<file path="src/rtl/mm_score_engine_pkg.sv">
// mm_pkg: state encodings and sizing helpers shared by the Mastermind scorer files.
package mm_pkg;
  localparam logic [1:0] IDLE = 2'd0, EXACT = 2'd1, PARTIAL = 2'd2, DONE = 2'd3;
  function automatic int num_colors(input int color_w);
    return 1 << color_w;
  endfunction
  function automatic int cnt_w(input int num_pegs);
    return $clog2(num_pegs + 1);
  endfunction
  function automatic int peg_lsb(input int i, input int color_w);
    return i * color_w;
  endfunction
endpackage

</file>
<file path="src/rtl/mm_score_engine_if.sv">
// mm_score_engine_if: score request/result bundle; new_game/lost exist only with MM_TRY_LIMIT_EN.
interface mm_score_engine_if
  import mm_pkg::*;
#(
  parameter int NUM_PEGS = 4,
  parameter int COLOR_W  = 2
);
  localparam int CW = cnt_w(NUM_PEGS);
  logic                        start;
  logic [NUM_PEGS*COLOR_W-1:0] secret;
  logic [NUM_PEGS*COLOR_W-1:0] guess;
  logic                        busy;
  logic                        done;
  logic [CW-1:0]               exact_cnt;
  logic [CW-1:0]               partial_cnt;
  logic                        won;
`ifdef MM_TRY_LIMIT_EN
  logic new_game;
  logic lost;
  modport master (output start, secret, guess, new_game, input busy, done, exact_cnt, partial_cnt, won, lost);
  modport slave (input start, secret, guess, new_game, output busy, done, exact_cnt, partial_cnt, won, lost);
`else
  modport master (output start, secret, guess, input busy, done, exact_cnt, partial_cnt, won);
  modport slave (input start, secret, guess, output busy, done, exact_cnt, partial_cnt, won);
`endif
endinterface

</file>
<file path="src/rtl/mm_score_engine_color_hist.sv">
// mm_color_hist: per-colour counter bank with sync clear, increment-at-index and combinational read.
module mm_color_hist
  import mm_pkg::*;
#(
  parameter int IXW = 2,
  parameter int CW  = 3
) (
  input  logic           clk,
  input  logic           clr,
  input  logic           inc,
  input  logic [IXW-1:0] inc_idx,
  input  logic [IXW-1:0] rd_idx,
  output logic [CW-1:0]  rd_data
);
  localparam int NC = num_colors(IXW);
  logic [CW-1:0] cnt [NC];
  always_ff @(posedge clk)
    if (clr) for (int i = 0; i < NC; i++) cnt[i] <= '0;
    else if (inc) cnt[inc_idx] <= cnt[inc_idx] + CW'(1);
  assign rd_data = cnt[rd_idx];
endmodule

</file>
<file path="src/rtl/mm_score_engine.sv">
// mm_score_engine: sequential multiset Mastermind scorer (exact pass, then per-colour min pass).
// Optional try limit with new_game/lost when MM_TRY_LIMIT_EN is defined.
module mm_score_engine
  import mm_pkg::*;
#(
  parameter int NUM_PEGS  = 4,
  parameter int COLOR_W   = 2,
  parameter int MAX_TRIES = 8
) (
  input logic clk,
  input logic Reset,
  mm_score_engine_if.slave bus
);
  localparam int CW = cnt_w(NUM_PEGS);
  localparam int IW = $clog2(NUM_PEGS);
  if (NUM_PEGS < 2 || MAX_TRIES < 1) begin : g_bad_params
    $error("mm_score_engine: NUM_PEGS must be >= 2 and MAX_TRIES >= 1");
  end
  logic [1:0] state;
  logic [NUM_PEGS*COLOR_W-1:0] sec, gss;
  logic [IW-1:0] idx;
  logic [COLOR_W-1:0] col, sp, gp;
  logic [CW-1:0] exact_acc, partial_acc, sec_rd, gss_rd, lo;
  logic accept, hit;
  assign sp = sec[peg_lsb(int'(idx), COLOR_W) +: COLOR_W];
  assign gp = gss[peg_lsb(int'(idx), COLOR_W) +: COLOR_W];
  assign hit = sp == gp;
  assign lo = sec_rd < gss_rd ? sec_rd : gss_rd;
  assign bus.busy = state != IDLE;
  mm_color_hist #(.IXW(COLOR_W), .CW(CW)) u_sec_hist (
    .clk(clk), .clr(Reset || accept), .inc(state == EXACT && !hit),
    .inc_idx(sp), .rd_idx(col), .rd_data(sec_rd)
  );
  mm_color_hist #(.IXW(COLOR_W), .CW(CW)) u_gss_hist (
    .clk(clk), .clr(Reset || accept), .inc(state == EXACT && !hit),
    .inc_idx(gp), .rd_idx(col), .rd_data(gss_rd)
  );
`ifdef MM_TRY_LIMIT_EN
  localparam int TW = $clog2(MAX_TRIES + 1);
  logic [TW-1:0] tries;
  logic ng_pend, ng;
  // new_game seen while busy is remembered and applied once back in IDLE
  assign ng = bus.new_game || ng_pend;
  assign accept = state == IDLE && bus.start && !bus.lost && !ng;
  always_ff @(posedge clk)
    if (Reset) begin
      tries <= '0;
      bus.lost <= 1'b0;
      ng_pend <= 1'b0;
    end else if (state == DONE && exact_acc != CW'(NUM_PEGS)) begin
      tries <= tries + TW'(1);
      bus.lost <= tries + TW'(1) == TW'(MAX_TRIES);
      ng_pend <= ng_pend || bus.new_game;
    end else if (state == IDLE && ng) begin
      tries <= '0;
      bus.lost <= 1'b0;
      ng_pend <= 1'b0;
    end else ng_pend <= ng_pend || bus.new_game;
`else
  assign accept = state == IDLE && bus.start;
`endif
  always_ff @(posedge clk)
    if (accept) begin
      sec <= bus.secret;
      gss <= bus.guess;
    end
  always_ff @(posedge clk)
    if (Reset) begin
      state <= IDLE;
      idx <= '0;
      col <= '0;
      exact_acc <= '0;
      partial_acc <= '0;
      bus.done <= 1'b0;
      bus.exact_cnt <= '0;
      bus.partial_cnt <= '0;
      bus.won <= 1'b0;
    end else begin
      bus.done <= 1'b0;
      case (state)
        IDLE: if (accept) begin
          idx <= '0;
          col <= '0;
          exact_acc <= '0;
          partial_acc <= '0;
          state <= EXACT;
        end
        EXACT: begin
          exact_acc <= exact_acc + CW'(hit);
          idx <= idx + IW'(1);
          if (idx == IW'(NUM_PEGS - 1)) state <= PARTIAL;
        end
        PARTIAL: begin
          partial_acc <= partial_acc + lo;
          col <= col + COLOR_W'(1);
          if (col == '1) state <= DONE;
        end
        default: begin
          bus.done <= 1'b1;
          bus.exact_cnt <= exact_acc;
          bus.partial_cnt <= partial_acc;
          bus.won <= exact_acc == CW'(NUM_PEGS);
          state <= IDLE;
        end
      endcase
    end
endmodule

</file>
<file path="src/flat_wrapper.sv">
// flat-port wrapper written by rule: the top's interface ports become plain ports
module mm_score_engine_flat import mm_pkg::*;
#(
  parameter int NUM_PEGS  = 4,
  parameter int COLOR_W   = 2,
  parameter int MAX_TRIES = 8
)
  (clk, Reset, bus_start, bus_secret, bus_guess, bus_busy, bus_done, bus_exact_cnt, bus_partial_cnt, bus_won);
  mm_score_engine_if #(.NUM_PEGS(NUM_PEGS), .COLOR_W(COLOR_W)) bus_i ();
  input logic clk;
  input logic Reset;
  input wire logic [$bits(bus_i.start)-1:0] bus_start;
  input wire logic [$bits(bus_i.secret)-1:0] bus_secret;
  input wire logic [$bits(bus_i.guess)-1:0] bus_guess;
  output wire logic [$bits(bus_i.busy)-1:0] bus_busy;
  output wire logic [$bits(bus_i.done)-1:0] bus_done;
  output wire logic [$bits(bus_i.exact_cnt)-1:0] bus_exact_cnt;
  output wire logic [$bits(bus_i.partial_cnt)-1:0] bus_partial_cnt;
  output wire logic [$bits(bus_i.won)-1:0] bus_won;
  assign bus_i.start = bus_start;
  assign bus_i.secret = bus_secret;
  assign bus_i.guess = bus_guess;
  assign bus_busy = bus_i.busy;
  assign bus_done = bus_i.done;
  assign bus_exact_cnt = bus_i.exact_cnt;
  assign bus_partial_cnt = bus_i.partial_cnt;
  assign bus_won = bus_i.won;
  mm_score_engine #(.NUM_PEGS(NUM_PEGS), .COLOR_W(COLOR_W), .MAX_TRIES(MAX_TRIES)) u_core (.clk(clk), .Reset(Reset), .bus(bus_i));
endmodule
</file>
<file path="config.mk">
export PLATFORM = sky130hd
export DESIGN_NAME = mm_score_engine_flat
export DESIGN_NICKNAME = d
export VERILOG_FILES = /design/src/rtl/mm_score_engine_pkg.sv /design/src/rtl/mm_score_engine_if.sv /design/src/rtl/mm_score_engine_color_hist.sv /design/src/rtl/mm_score_engine.sv /design/src/flat_wrapper.sv
export SDC_FILE = /design/constraint.sdc
export NUM_CORES = 1
export LEC_CHECK = 0
export CORE_MARGIN = 3
export CORE_UTILIZATION = 47
export DETAILED_ROUTE_END_ITERATION = 7
export PLACE_DENSITY_LB_ADDON = 0.05
export SETUP_SLACK_MARGIN = 0.05
export SLEW_MARGIN = 40
export SYNTH_ARGS = -nofsm -noshare
export SYNTH_HDL_FRONTEND = slang
export SYNTH_SLANG_ARGS = --single-unit
</file>
<file path="constraint.sdc">
create_clock -name clk -period 4 [get_ports clk]
set_input_delay 1 -clock clk [delete_from_list [all_inputs] [get_ports clk]]
set_output_delay 1 -clock clk [all_outputs]
set_load 0.01 [all_outputs]
</file>
==> impl_metrics.ini <==
[run_status]
status = completed

[power_and_ir_drop]
p_leak_nw = 1.34
p_per_area_nw_per_um2 = 617
vdd_drop_max_mv = 0.303

[setup_path]
cp_max_fo = 6
path_class = reg -> reg
ff2ff_setup_slack_ns = 0.54
start_kind = register
cp-end-kind = register
cp.required_ns = 4.28
crit_slowest_cell = mux4_2
max_stage_delay_ns = 0.57
worst_r2r_path_depth = 10
critPathCapture = u_core.partial_acc[2]
r2r_end = u_core.partial_acc[2]
cp_data_arrival_time_ns = 3.73
crit_chain = mux4_2 -> ha_1 -> a21o_1 -> a21oi_1 -> mux2_2 -> ha_1 -> fa_1 -> xnor2_1 -> mux2_1 -> a21oi_1

[timing]
max_slew.worst_pin.slew_ns = 0.674
hold_viol_final = 0
slew_viol_final = 0
fmax_ghz = 0.289
min_period_ns = 3.46
layout_setup_ws_ns = 0.545
rsz0062_at_grt = no
finalSetupViolations = 0
worst_slew_margin_rel_pct = 55.1
finalCritPeriodShare_pct = 86.4
tns_ns = 0
finalClockSkew_ns = 0.00674

[detailed_routing]
wl_per_cell_um = 15.6
final_antenna_net_count = 0
finalWirelength_um = 5460
drtIter0Drc = 101
via_per_inst = 5.41
vias = 1889
drc_errors = 0
wl_met2_um = 2510
wl_met3_um = 200
topRoutingLayerUsed = met4
first_pass_iters = 4
wl_met1_um = 2620

[floorplanning]
die_y_um = 86.7
core_area_sq_um = 6100
start_util_pct = 50.2
fp-row-count = 28
die_w_um = 86.7
dieArea_sq_um = 7520
pin_count = 28

[place]
dpl.hpwl_um = 4050
port-buffer-count = 27
gp_congestion = 0.779
pre_cts_slack_ns = 0.516
placedCellCount = 333

[cts]
postCtsResizedCells = 0
cts.hold.buffers_added = 0
cts_buffers = 9
cts.clk_slew.worst_paths_ns = 0.07
cts.htree.levels = 3
cts_tree = built
clock_latency_ns = 0.34
post-cts-setup-buffers = 0
clock-sinks = 62
cts_buffer_depth = 2
cts-root-buf = clkbuf_8

[grt]
grt-ovfl-total = 0
grt_pass1_wl_um = 9380
antenna_found_initial = 0
grt_max_degree = 22
grt_pass1_vias = 1896
grt_usage_pct = 16.9

[finish]
final_common_cell = nor2_1
nets = 303
n_fill_cell = 530
area_growth_pct = 16.6
multi_input_area_sq_um = 1300
diodes = 0
drive_gt1_share_pct = 13.9
final_cell_mix = nor2_1 (45), edfxtp_1 (40), clkdlybuf4s50_1 (27)
register_area_sq_um = 1640
stdcell_count = 349

[synth]
synth_area_sq_um = 3060
ys_types = 36
ys_seq_area_share_pct = 53.6
synth.net_count = 275
synthTopCellsByArea = edfxtp_1 (39%), dfxtp_1 (14%), mux4_2 (9.6%)
syn_inst = 241
syn_avg_cell_area_sq_um = 12.7
synth-seq-cells = 62
synth_top_cell_by_area = edfxtp_1
ys_warn_count = 0
yosys.area.top_type_share_pct = 39.2

[flow_run]
maxCapViolCount = 0

[min_path]
hold_class = reg -> reg
## worst min-delay path by stage
stage,startpoint,endpoint,depth (start not counted)
after floorplan,u_core.partial_acc[2],u_core.partial_acc[2],2
after global placement,u_core.bus.partial_cnt[1],u_core.bus.partial_cnt[1],2
after detailed placement,u_core.bus.partial_cnt[1],u_core.bus.partial_cnt[1],2
after CTS,u_core.bus.partial_cnt[1],u_core.bus.partial_cnt[1],2
after global routing,u_core.bus.partial_cnt[1],u_core.bus.partial_cnt[1],2
final,u_core.bus.exact_cnt[0],u_core.bus.exact_cnt[0],2
## per-layer routing
layer | global-route usage [%] | vias to the layer above
li1 | - | 929
met1 | 23.1 | 910
met2 | 24.8 | 39
met3 | 4.56 | 11
met4 | 8.50 | 0
met5 | 0 | -
## cell usage after synthesis
master      n
mux2_1      1
xor2_1      1
mux2i_1    15
nor3_1      1
nand2b_1    4
buf_6       5
a21oi_1     8
o21ai_0     5
nand4_1     1
mux2i_4     1
xnor2_1     6
fa_1        1
buf_1       1
o2111ai_1   1
a21o_1      1
a32oi_1     6
clkbuf_1    6
nor3b_1     1
and2_1      2
inv_1      10
dfxtp_1    22
nand3_1     2
ha_1       14
nor2_1     45
edfxtp_1   40
nand3b_1    1
o2111ai_2   1
and2b_2     2
or4_4       1
mux4_1      1
a22oi_1     1
nand2_1    16
nor2b_1     1
or3_4       2
mux4_2     13
mux2_2      2
## per-stage QoR
step                      cell area, sq um  power, mW  util (%)  hold slack, ns
after floorplan                       3060       1.48         -           0.453
after global placement                3360       1.63      55.1           0.474
after detailed placement              3360       1.64      55.1           0.483
after CTS                             3570       2.23      58.6           0.502
after global routing                  3570       2.36      58.6           0.520
final                                 3570       2.20      58.6           0.494
## area by class of cell
| class | instances | share of cell area (%) |
|---|---|---|
| clock inverters | 7 | 2.49 |
| inverters | 10 | 1.05 |
| repair buffers | 29 | 7.99 |
| multi-input cells | 157 | 36.4 |
| well taps | 75 | 2.63 |
| clock buffers | 9 | 3.47 |
| flip-flops and latches | 62 | 46.0 |
## where the power goes
part	switching (mW)	total [mW]	internal, mW
combinational	0.411	0.719	0.308
clock	0.237	0.583	0.346
sequential	0.0759	0.902	0.826
## flip-flops by register name (all words and copies together) (netlist names), named ones only
name / flops
u_core.bus.done: 1
u_core.bus.exact_cnt: 3
u_core.bus.partial_cnt: 3
u_core.bus.won: 1
u_core.col: 2
u_core.exact_acc: 3
u_core.gss: 8
u_core.idx: 2
u_core.partial_acc: 3
u_core.sec: 8
u_core.state: 2
u_core.u_gss_hist.cnt: 12
u_core.u_sec_hist.cnt: 12
## cell families after synthesis
family,Yosys count,synth area share [%]
flops,62,53.6
compound gates,23,5.11
buf+inv,22,3.92
mux,33,17.2
simple gates,79,11.8
xor+xnor,7,2.00
fa+ha+maj,15,6.38
## critical path: cells and delay by family (launching register included)
kind	cells	cell delay (ns)
multiplexers	3	1.27
adder cells (fa/ha/maj)	3	0.92
flip-flops	1	0.53
AO/OA/AOI/OAI	3	0.50
XOR/XNOR	1	0.17
Note: power is estimated with default switching activity, not from simulation.
